<file path="src/rtl/oc_alu_pkg.sv">
// oc_alu_pkg: shared op codes, FSM state type and ones'-complement helpers
// for the oc_seq_alu datapath.
package oc_alu_pkg;

  localparam logic [2:0] OP_AD   = 3'd0;
  localparam logic [2:0] OP_SU   = 3'd1;
  localparam logic [2:0] OP_MASK = 3'd2;
  localparam logic [2:0] OP_MP   = 3'd3;
  localparam logic [2:0] OP_DV   = 3'd4;

  typedef enum logic [1:0] {
    IDLE  = 2'd0,
    ITER  = 2'd1,
    FINAL = 2'd2
  } state_t;

  // Conditional ones'-complement negate. Passing a word's own sign as 'neg'
  // yields its magnitude; callers cast the result back to their width.
  function automatic logic [31:0] oc_cond_neg(input logic [31:0] x, input logic neg);
    return neg ? ~x : x;
  endfunction

endpackage

</file>
<file path="src/rtl/oc_adder.sv">
// oc_adder: DW-bit ones'-complement adder with end-around carry.
// A -0 (all ones) result is left as is; overflow flags a sign change when
// both inputs share a sign.
module oc_adder
  import oc_alu_pkg::*;
#(
  parameter int DW = 15
) (
  input  logic [DW-1:0] x,
  input  logic [DW-1:0] y,
  output logic [DW-1:0] sum,
  output logic          ovf
);

  logic [DW:0] raw;

  assign raw = {1'b0, x} + {1'b0, y};
  // Carry out of the top bit wraps back into bit 0; this never carries again.
  assign sum = raw[DW-1:0] + DW'(raw[DW]);
  assign ovf = (x[DW-1] == y[DW-1]) && (sum[DW-1] != x[DW-1]);

endmodule

</file>
<file path="src/rtl/oc_seq_alu.sv">
// oc_seq_alu: multi-cycle ones'-complement ALU with start/done handshake.
// AD/SU/MASK finish at the accept edge; MP (shift-add) and DV (restoring
// divide) iterate one magnitude bit per cycle and return hi/lo words.
// Optional: define OC_ALU_PARITY_CHECK_EN to check odd operand parity.
module oc_seq_alu
  import oc_alu_pkg::*;
#(
  parameter int DW = 15
) (
  input  logic          clk,
  input  logic          reset,
  input  logic          start,
  input  logic [2:0]    op,
  input  logic [DW:0]   a,
  input  logic [DW:0]   b,
  output logic          busy,
  output logic          done,
  output logic [DW-1:0] res_hi,
  output logic [DW-1:0] res_lo,
  output logic          overflow,
  output logic          div_zero,
  output logic          parity_err
);

  localparam int MW = DW - 1;          // magnitude width
  localparam int CW = $clog2(DW);

  logic [DW-1:0] a_dat, b_dat;
  logic [MW-1:0] mag_a, mag_b;
  logic [DW-1:0] add_x, add_y, add_sum;
  logic          add_ovf;
  logic          par_bad;

  assign a_dat = a[DW:1];
  assign b_dat = b[DW:1];
  assign mag_a = MW'(oc_cond_neg(32'(a_dat), a_dat[DW-1]));
  assign mag_b = MW'(oc_cond_neg(32'(b_dat), b_dat[DW-1]));

`ifdef OC_ALU_PARITY_CHECK_EN
  assign par_bad = ~(^a) | ~(^b);
`else
  logic unused_par;
  assign unused_par = a[0] ^ b[0];
  assign par_bad    = 1'b0;
`endif

  // SU computes B minus A as b + ~a on the same adder.
  assign add_x = (op == OP_SU) ? b_dat  : a_dat;
  assign add_y = (op == OP_SU) ? ~a_dat : b_dat;

  oc_adder #(.DW(DW)) u_adder (
    .x   (add_x),
    .y   (add_y),
    .sum (add_sum),
    .ovf (add_ovf)
  );

  state_t        state_q, state_d;
  logic [2:0]    op_q, op_d;
  logic [CW-1:0] cnt_q, cnt_d;
  logic [MW-1:0] ma_q, ma_d;       // multiplicand / divisor magnitude
  logic [MW-1:0] wh_q, wh_d;       // MP high product / DV partial remainder
  logic [MW-1:0] wl_q, wl_d;       // MP low product / DV dividend->quotient
  logic          sgn_q, sgn_d;     // product / quotient sign
  logic          rsgn_q, rsgn_d;   // remainder sign
  logic          zero_q, zero_d;   // MP zero operand, DV zero divisor
  logic          par_q, par_d;
  logic [DW-1:0] bdat_q, bdat_d;
  logic          busy_q, busy_d, done_q, done_d;
  logic [DW-1:0] res_hi_q, res_hi_d, res_lo_q, res_lo_d;
  logic          ovf_q, ovf_d, dz_q, dz_d, perr_q, perr_d;

  logic [DW-1:0] mp_sum, dv_shift;
  logic          dv_ge;
  logic [MW-1:0] nxt_hi, nxt_lo;

  // One shift-add (MP) or restoring-divide (DV) step on the magnitude registers
  always_comb begin
    mp_sum   = {1'b0, wh_q} + (wl_q[0] ? {1'b0, ma_q} : '0);
    dv_shift = {wh_q, wl_q[MW-1]};
    dv_ge    = dv_shift >= {1'b0, ma_q};
    if (op_q == OP_MP) begin
      nxt_hi = mp_sum[DW-1:1];
      nxt_lo = {mp_sum[0], wl_q[MW-1:1]};
    end else begin
      // A restored value is below the divisor, so it fits in MW bits.
      nxt_hi = dv_ge ? MW'(dv_shift - {1'b0, ma_q}) : MW'(dv_shift);
      nxt_lo = {wl_q[MW-2:0], dv_ge};
    end
  end

  // FSM next state, operand capture and result/flag updates
  always_comb begin
    state_d  = state_q;
    op_d     = op_q;
    cnt_d    = cnt_q;
    ma_d     = ma_q;
    wh_d     = wh_q;
    wl_d     = wl_q;
    sgn_d    = sgn_q;
    rsgn_d   = rsgn_q;
    zero_d   = zero_q;
    par_d    = par_q;
    bdat_d   = bdat_q;
    busy_d   = busy_q;
    done_d   = 1'b0;
    res_hi_d = res_hi_q;
    res_lo_d = res_lo_q;
    ovf_d    = ovf_q;
    dz_d     = dz_q;
    perr_d   = perr_q;
    case (state_q)
      IDLE: begin
        if (start) begin
          op_d   = op;
          par_d  = par_bad;
          ovf_d  = 1'b0;
          dz_d   = 1'b0;
          perr_d = 1'b0;
          case (op)
            OP_AD, OP_SU: begin
              res_hi_d = '0;
              res_lo_d = add_sum;
              ovf_d    = add_ovf;
              perr_d   = par_bad;
              done_d   = 1'b1;
            end
            OP_MASK: begin
              res_hi_d = '0;
              res_lo_d = a_dat & b_dat;
              perr_d   = par_bad;
              done_d   = 1'b1;
            end
            OP_MP, OP_DV: begin
              state_d = ITER;
              busy_d  = 1'b1;
              cnt_d   = CW'(DW - 1);
              ma_d    = mag_a;
              wh_d    = '0;
              wl_d    = mag_b;
              sgn_d   = a_dat[DW-1] ^ b_dat[DW-1];
              rsgn_d  = b_dat[DW-1];
              bdat_d  = b_dat;
              zero_d  = (op == OP_MP) ? ((mag_a == '0) || (mag_b == '0)) : (mag_a == '0);
            end
            default: begin
              res_hi_d = '0;
              res_lo_d = '0;
              done_d   = 1'b1;
            end
          endcase
        end
      end
      ITER: begin
        wh_d  = nxt_hi;
        wl_d  = nxt_lo;
        cnt_d = cnt_q - CW'(1);
        if (cnt_q == CW'(2)) state_d = FINAL;
      end
      FINAL: begin
        // Last magnitude bit is folded in here, then signs are applied.
        state_d = IDLE;
        busy_d  = 1'b0;
        done_d  = 1'b1;
        perr_d  = par_q;
        if (op_q == OP_MP) begin
          if (zero_q) begin
            res_hi_d = '0;
            res_lo_d = '0;
          end else begin
            res_hi_d = DW'(oc_cond_neg(32'({1'b0, nxt_hi}), sgn_q));
            res_lo_d = DW'(oc_cond_neg(32'({1'b0, nxt_lo}), sgn_q));
          end
        end else if (zero_q) begin
          dz_d     = 1'b1;
          res_lo_d = DW'(oc_cond_neg(32'({1'b0, {MW{1'b1}}}), sgn_q));
          res_hi_d = bdat_q;
        end else begin
          res_lo_d = DW'(oc_cond_neg(32'({1'b0, nxt_lo}), sgn_q));
          res_hi_d = DW'(oc_cond_neg(32'({1'b0, nxt_hi}), rsgn_q));
        end
      end
      default: state_d = IDLE;
    endcase
  end

  // State and output registers
  always_ff @(posedge clk or posedge reset) begin
    if (reset) begin
      state_q  <= IDLE;
      op_q     <= OP_AD;
      cnt_q    <= '0;
      ma_q     <= '0;
      wh_q     <= '0;
      wl_q     <= '0;
      sgn_q    <= 1'b0;
      rsgn_q   <= 1'b0;
      zero_q   <= 1'b0;
      par_q    <= 1'b0;
      bdat_q   <= '0;
      busy_q   <= 1'b0;
      done_q   <= 1'b0;
      res_hi_q <= '0;
      res_lo_q <= '0;
      ovf_q    <= 1'b0;
      dz_q     <= 1'b0;
      perr_q   <= 1'b0;
    end else begin
      state_q  <= state_d;
      op_q     <= op_d;
      cnt_q    <= cnt_d;
      ma_q     <= ma_d;
      wh_q     <= wh_d;
      wl_q     <= wl_d;
      sgn_q    <= sgn_d;
      rsgn_q   <= rsgn_d;
      zero_q   <= zero_d;
      par_q    <= par_d;
      bdat_q   <= bdat_d;
      busy_q   <= busy_d;
      done_q   <= done_d;
      res_hi_q <= res_hi_d;
      res_lo_q <= res_lo_d;
      ovf_q    <= ovf_d;
      dz_q     <= dz_d;
      perr_q   <= perr_d;
    end
  end

  assign busy       = busy_q;
  assign done       = done_q;
  assign res_hi     = res_hi_q;
  assign res_lo     = res_lo_q;
  assign overflow   = ovf_q;
  assign div_zero   = dz_q;
  assign parity_err = perr_q;

endmodule

</file>
<file path="config.mk">
export PLATFORM = sky130hd
export DESIGN_NAME = oc_seq_alu
export DESIGN_NICKNAME = d
export VERILOG_FILES = /design/src/rtl/oc_alu_pkg.sv /design/src/rtl/oc_adder.sv /design/src/rtl/oc_seq_alu.sv
export SDC_FILE = /design/constraint.sdc
export NUM_CORES = 1
export LEC_CHECK = 0
export CAP_MARGIN = 0
export CORE_AREA = 3 3 127 129
export CTS_CLUSTER_DIAMETER = 30
export DETAILED_ROUTE_END_ITERATION = 12
export DIE_AREA = 0 0 130 132
export PLACE_DENSITY_LB_ADDON = 0.15
export SYNTH_ARGS = -nofsm -noshare
export SYNTH_HDL_FRONTEND = slang
export SYNTH_SLANG_ARGS = --single-unit
</file>
<file path="constraint.sdc">
create_clock -name clk -period 3.9 [get_ports clk]
set_clock_uncertainty 0.05 [all_clocks]
set_input_delay 0.78 -clock clk [delete_from_list [all_inputs] [get_ports clk]]
set_output_delay 0.78 -clock clk [all_outputs]
set_load 0.005 [all_outputs]
</file>
==> metrics.md, run 1 <==
| Metric | Value |
|---|---|
| Pwr per Cell Area | `788 nW/um^2` |
| RD Place Congestion | `0.954` |
| Worst r2r dst | `res_hi[12]$_DFFE_PP0P_` |
| Worst Hold Class | `reg -> reg` |
| Die Y-Extent | `132 microns` |
| Pins over their slew limit | `0` |
| Reg2Reg Launch Point | `wl_q[0]$_DFFE_PP0P_` |
| GRT Residual Overflow | `0` |
| Gate Count Post-Synth | `around 1100` |
| PnR worst setup slack | `-33.3 ps` |
| Post-synthesis sequential area ratio | `0.283` |
| RSZ-0062 raised after global routing | `true` |
| CTS clk-pin slew, worst paths | `80 ps` |
| Fin crit share | `1.01` |
| Synth area leaders | `dfrtp_1 28%, ha_1 6.7%, nand2_1 5.9%` |
| Port Buf Inserts | `69` |
| Setup violations, final | `2` |
| Layout cells sized above 1 | `0.200` |
| DP Area | `10800 sq um` |
| DR iter-0 viols | `around 910` |
| Synthesis Warnings | `0` |
| GR Util All Layers | `0.331` |
| IR drop worst, VDD | `around 0.44 mV` |
| H-tree Lvls | `3` |
| Fin util | `0.755` |
| First-pass GRT wire length | `~45000 microns` |
| Wirelength per Cell | `19.8 microns` |
| Share of flip-flops with an asynchronous set or reset | `1.00` |
| Top Ports | `73` |
| Top_reg_cell synth | `dfrtp_1` |
| Vias | `approximately 9300` |
| Top-area cell type share of the netlist area | `0.283` |
| Register-to-Register Path Depth | `10` |
| Worst-path fanout max | `3` |
| Setup TNS | `-50.6 ps` |
| CTS Buffer Depth | `2` |
| Type of element capturing the critical path | `flip-flop` |
| Outcome | `complete, but fails checks` |
| Max-slew headroom | `0.358` |
| Worst setup endpoint | `res_lo[4]$_DFFE_PP0P_` |
| Critical path launch point type | `input pin` |
| Nets | `1347` |
| Post-DP HPWL | `about 21000 microns` |
| Fmax | `254 MHz` |
| Max-Cap Viols | `0` |
| Power Total | `9.01 mW` |
| Initial antenna violation count | `0` |
| Fin crit period | `about 4000 ps` |
| Clk sink count | `102` |
| Clock Latency Late Sink | `between 300 and 400 ps` |
| Largest net degree at the start of global routing | `69` |
| Critical Path RT | `slightly above 4000 ps` |
| Worst Setup SP | `b[1]` |
| Synth Net Count | `approximately 1200` |
| Flops & latches, synth | `102` |
| FP Rows | `45` |
| Vias in the first global route | `8761` |
| Die ar. | `between 15000 and 20000 sq um` |
| Ant diodes | `0` |
| Cts bufs inserted | `9` |
| Area of the mapped netlist | `9020 sq um` |
| Number of synthesized flops with an enable pin | `0` |
| P&R area growth vs syn | `26.8%` |
| Routed Antenna Nets | `0` |
| Synth cell types | `86` |
| Core area | `15100 sq um` |
| Final Hold Vio Count | `0` |
| Initial Utilization | `0.595` |
| Syn avg cell area | `8.18 sq um` |
| Die width | `130 microns` |
| Kind of critical path | `in -> reg` |
| Detailed Route WL | `28700 microns` |
| Worst slew pin tran | `949 ps` |
| CP arrival | `4130 ps` |
| Flop2flop setup slack | `490 ps` |
| Cell area after layout | `11400 sq um` |
| Failing checks | `setup timing` |
| DRT Pass-1 Iters | `6` |
| Largest area contributor in the netlist | `dfrtp_1` |
| Vias per std cell | `about 6.4` |
| CTS root buf | `clkbuf_16` |
| CTS tree | `yes` |
| Leak pwr | `a little under 5 nW` |
| DRC Markers | `0` |
flip-flops by register name (all words and copies together), names as in the netlist, 2 cells and up:
| name | flops |
|---|---|
| bdat_q | 14 |
| ma_q | 14 |
| op_q | 3 |
| res_lo | 15 |
| cnt_q | 4 |
| state_q | 2 |
| wh_q | 14 |
| wl_q | 14 |
| res_hi | 15 |
what timing repair did:
| item | 4_1_cts | 5_1_grt |
|---|---|---|
| cloned | 1 | 0 |
| pin swaps | 15 | 27 |
| resized for setup | 21 | 27 |
| endpoints found under the setup margin | 15 | 13 |
| hold endpoints to repair | 0 | 0 |
| buffers inserted | 9 | 7 |
| hold buffers | 0 | 0 |
layout make-up:
| cell class | instances | area [sq um] |
|---|---|---|
| clock buffers | 9 | 225 |
| clock inverters | 7 | 90.1 |
| fillers | 1074 | 3710 |
| inverters | 28 | 108 |
| multi-input cells | 906 | 6430 |
| flip-flops and latches | 102 | 2550 |
| well taps | 188 | 235 |
| repair buffers | 211 | 1790 |
cells in the final DEF, fill, tap and decap left out, drive strengths merged, types with 17 or more instances in the layout:
master / instances
mux2i: 21
buf: 145
mux2: 21
a21oi: 68
nand4: 17
nand2: 143
xnor2: 46
ha: 48
nor3: 21
inv: 31
xor2: 40
o21ai: 105
a211oi: 18
dfrtp: 102
clkdlybuf4s50: 66
nand3: 39
and2: 28
o211ai: 24
nor2: 66
cell usage after synthesis (24+ instances only):
cell / n
nand2_1: 142
dfrtp_1: 102
o21ai_0: 96
a21oi_1: 65
nor2_1: 65
ha_1: 48
clkbuf_1: 46
xnor2_1: 46
xor2_1: 40
nand3_1: 39
inv_1: 28
and2_1: 27
o211ai_1: 24
routing by layer:
metal	vias to the layer above	part of all wire	GRT usage
met3	90	0.074	0.0454
met4	0	0.054	0.155
met2	477	0.46	0.516
met1	4375	0.42	0.454
li1	4321	-	-
met5	-	0	0
worst min path at each step:
| stage | from | end | slack [ps] | cells past startpoint |
|---|---|---|---|---|
| CTS | res_lo[5]$_DFFE_PP0P_ | res_lo[5]$_DFFE_PP0P_ | 440 | 2 |
| floorplan | bdat_q[7]$_DFFE_PP0P_ | bdat_q[7]$_DFFE_PP0P_ | 400 | 2 |
| detailed placement | bdat_q[7]$_DFFE_PP0P_ | bdat_q[7]$_DFFE_PP0P_ | 420 | 2 |
| global placement | bdat_q[7]$_DFFE_PP0P_ | bdat_q[7]$_DFFE_PP0P_ | 410 | 2 |
| global route | bdat_q[7]$_DFFE_PP0P_ | bdat_q[7]$_DFFE_PP0P_ | 460 | 2 |
| finish | bdat_q[11]$_DFFE_PP0P_ | bdat_q[11]$_DFFE_PP0P_ | 440 | 2 |
cells by family after synthesis:
kind of cell / after synthesis / share of synthesized area
AO/OA/AOI/OAI: 331 / 0.243
XOR/XNOR: 89 / 0.0910
adder cells (fa/ha/maj): 51 / 0.0733
buffers and inverters: 95 / 0.0418
flip-flops: 102 / 0.283
multiplexers: 42 / 0.0500
other: 1 / 0.000416
AND/OR/NAND/NOR: 391 / 0.217
power breakdown:
part | leakage, nW | internal (mW) | total [mW] | switching, mW
Clock | 0.153 | 0.514 | 0.974 | 0.460
Combinational | 3.53 | 2.63 | 6.07 | 3.44
Sequential | 1.29 | 1.52 | 1.97 | 0.448
metrics by stage:
step | setup slack, ps | hold slack, ps | instances
after floorplan | -296 | 396 | 1102
after global placement | -729 | 412 | 1418
after detailed placement | -801 | 416 | 1418
after CTS | 27.7 | 445 | 1444
after global routing | -147 | 465 | 1451
final | -33.3 | 444 | 1451
critical path, stage by stage:
cell             delay, ps
clkdlybuf4s50_1        510
nor2_1                 220
a21oi_1                120
ha_4                   210
a211oi_4               260
o21a_1                 190
nor2_2                  70
o41ai_2                380
o21ai_1                120
a21o_1                 200
ha_4                   180
ha_4                   170
and2_4                 170
nand2_4                 70
xnor2_2                 60
a32o_1                 210
o21ai_1                120
o21ai_1                 60
No activity file was read; power rests on OpenSTA's default activity.
==> run 2, diff against run 1 <==
Clock period 3.9 ns to 4.2 ns, I/O delays scaled along.
==> metrics.md, run 2 (synthesis results as in run 1) <==
| Metric | Value |
|---|---|
| DRC Markers | `0` |
| Most frequent cells in the layout | `139 x nand2_1, 122 x buf_4, 102 x dfrtp_1` |
| Initial antenna violation count | `0` |
| Fin crit period | `4160 ps` |
| Leading cell type in the layout, fill and taps excluded | `nand2_1` |
| Pins over their slew limit | `0` |
| Filler cells | `1097` |
| Fmax | `240 MHz` |
| Worst Hold Class | `reg -> reg` |
| Outcome | `finished clean` |
| Worst slew pin tran | `1020 ps` |
| CTS root buf | `clkbuf_16` |
| Clk sink count | `102` |
| Final Hold Vio Count | `0` |
| CP arrival | `around 4400 ps` |
| Top Ports | `73` |
| Vias | `9221` |
| Port Buf Inserts | `69` |
| Setup TNS | `0 ps` |
| IR drop worst, VDD | `around 0.32 mV` |
| Initial Utilization | `0.595` |
| Critical path launch point type | `input pin` |
| Core area | `roughly 15000 sq um` |
| GRT Max-Usage Layer | `met2` |
| Ant diodes | `0` |
| P&R area growth vs syn | `24.7%` |
| Vias in the first global route | `just under 9000` |
| DP Worst Slack | `-589 ps` |
| Fin util | `0.742` |
| H-tree Lvls | `3` |
| Worst-path fanout max | `7` |
| Wirelength per Cell | `20.2 microns` |
| Largest net degree at the start of global routing | `about 70` |
| Multi-input logic area | `6360 sq um` |
| Layout cells sized above 1 | `0.181` |
| Fin crit share | `0.990` |
| Register area | `2550 sq um` |
| Critical Path RT | `4430 ps` |
| Nets | `1333` |
| Setup violations, final | `0` |
| Vias per std cell | `6.42` |
| Cells after DPL | `1408` |
| Cts bufs inserted | `9` |
| Type of element capturing the critical path | `flip-flop` |
| Post-DP HPWL | `21400 microns` |
| CTS clk-pin slew, worst paths | `70 ps` |
| Routed Antenna Nets | `0` |
| Die Y-Extent | `~130 microns` |
| Clock Latency Late Sink | `360 ps` |
| First-pass GRT wire length | `45900 microns` |
| CTS tree | `yes` |
| CTS Buffer Depth | `2` |
| Hold Slack | `~440 ps` |
| FP Rows | `45` |
| Met3 Resource Use GR | `0.0490` |
| GRT Residual Overflow | `0` |
| RD Place Congestion | `0.946` |
| Detailed Route WL | `around 29000 microns` |
| Max-Cap Viols | `0` |
| DRT Pass-1 Iters | `6` |
| Leak pwr | `~4.9 nW` |
| PnR worst setup slack | `40.0 ps` |
| GR Util met2 | `0.534` |
| Layout Cells excl Fill | `around 1400` |
| Die ar. | `approximately 17000 sq um` |
| Met1 usage | `0.455` |
| Pwr per Cell Area | `741 nW/um^2` |
| Die width | `130 microns` |
| GR Util All Layers | `0.335` |
| Kind of critical path | `in -> reg` |
| Max-slew headroom | `0.321` |
| DR iter-0 viols | `960` |
| Cts hold-fix bufs | `0` |
-- run 2: path summary, 6_finish.rpt --
kind | depth (start not counted) | to | start | slack [ps]
worst max-delay path | 19 | res_lo[12]$_DFFE_PP0P_ | op[0] | 40
worst min-delay path | 2 | res_lo[7]$_DFFE_PP0P_ | res_lo[7]$_DFFE_PP0P_ | 440
worst max register to register | 10 | res_hi[12]$_DFFE_PP0P_ | wl_q[0]$_DFFE_PP0P_ | 830
worst min register to register | 2 | res_lo[7]$_DFFE_PP0P_ | res_lo[7]$_DFFE_PP0P_ | 440
max in group asynchronous | 3 | res_hi[6]$_DFFE_PP0P_ | reset | 2450
min in group asynchronous | 2 | div_zero$_DFFE_PP0P_ | reset | 930
-- run 2: final cells by class --
type                    count  area share
repair buffers            197       0.150
multi-input cells         906       0.566
clock buffers              10      0.0213
well taps                 188      0.0209
inverters                  28     0.00957
flip-flops and latches    102       0.227
clock inverters             6     0.00557
-- run 2: layer usage --
metal	up-vias	wire [microns]
li1	4302	-
met1	4377	11600
met2	470	13900
met3	72	2340
met4	0	1190
met5	-	0
-- run 2: metrics by stage --
stage / area, sq um / power (mW)
after floorplan: 9220 / 5.60
after global placement: 10700 / 7.13
after detailed placement: 10700 / 7.29
after CTS: 11100 / 8.20
after global routing: 11200 / 8.92
final: 11200 / 8.33
-- run 2: report_power, final --
part	total (mW)	switching, mW	internal (mW)
logic	5.63	3.20	2.42
clock network	0.863	0.428	0.435
registers	1.84	0.424	1.41
-- run 2: timing repair --
item / in CTS / in global routing
setup endpoints to repair: 15 / 12
cloned: 1 / 0
buffers inserted: 6 / 6
resized for setup: 12 / 16
pin swaps: 9 / 14
-- run 2: critical path, cell delays in order --
cell and delay, ps:
dlygate4sd2_1 290, and2_4 270, buf_6 140, mux2_4 300
ha_4 290, and3_4 190, o211ai_1 110, nor2_2 230
o41ai_4 90, o21ai_1 160, a21o_1 200, ha_4 180
ha_4 150, nand2_4 70, nor4_4 310, buf_4 170
and3_1 150, o21ai_1 70, a31oi_1 170
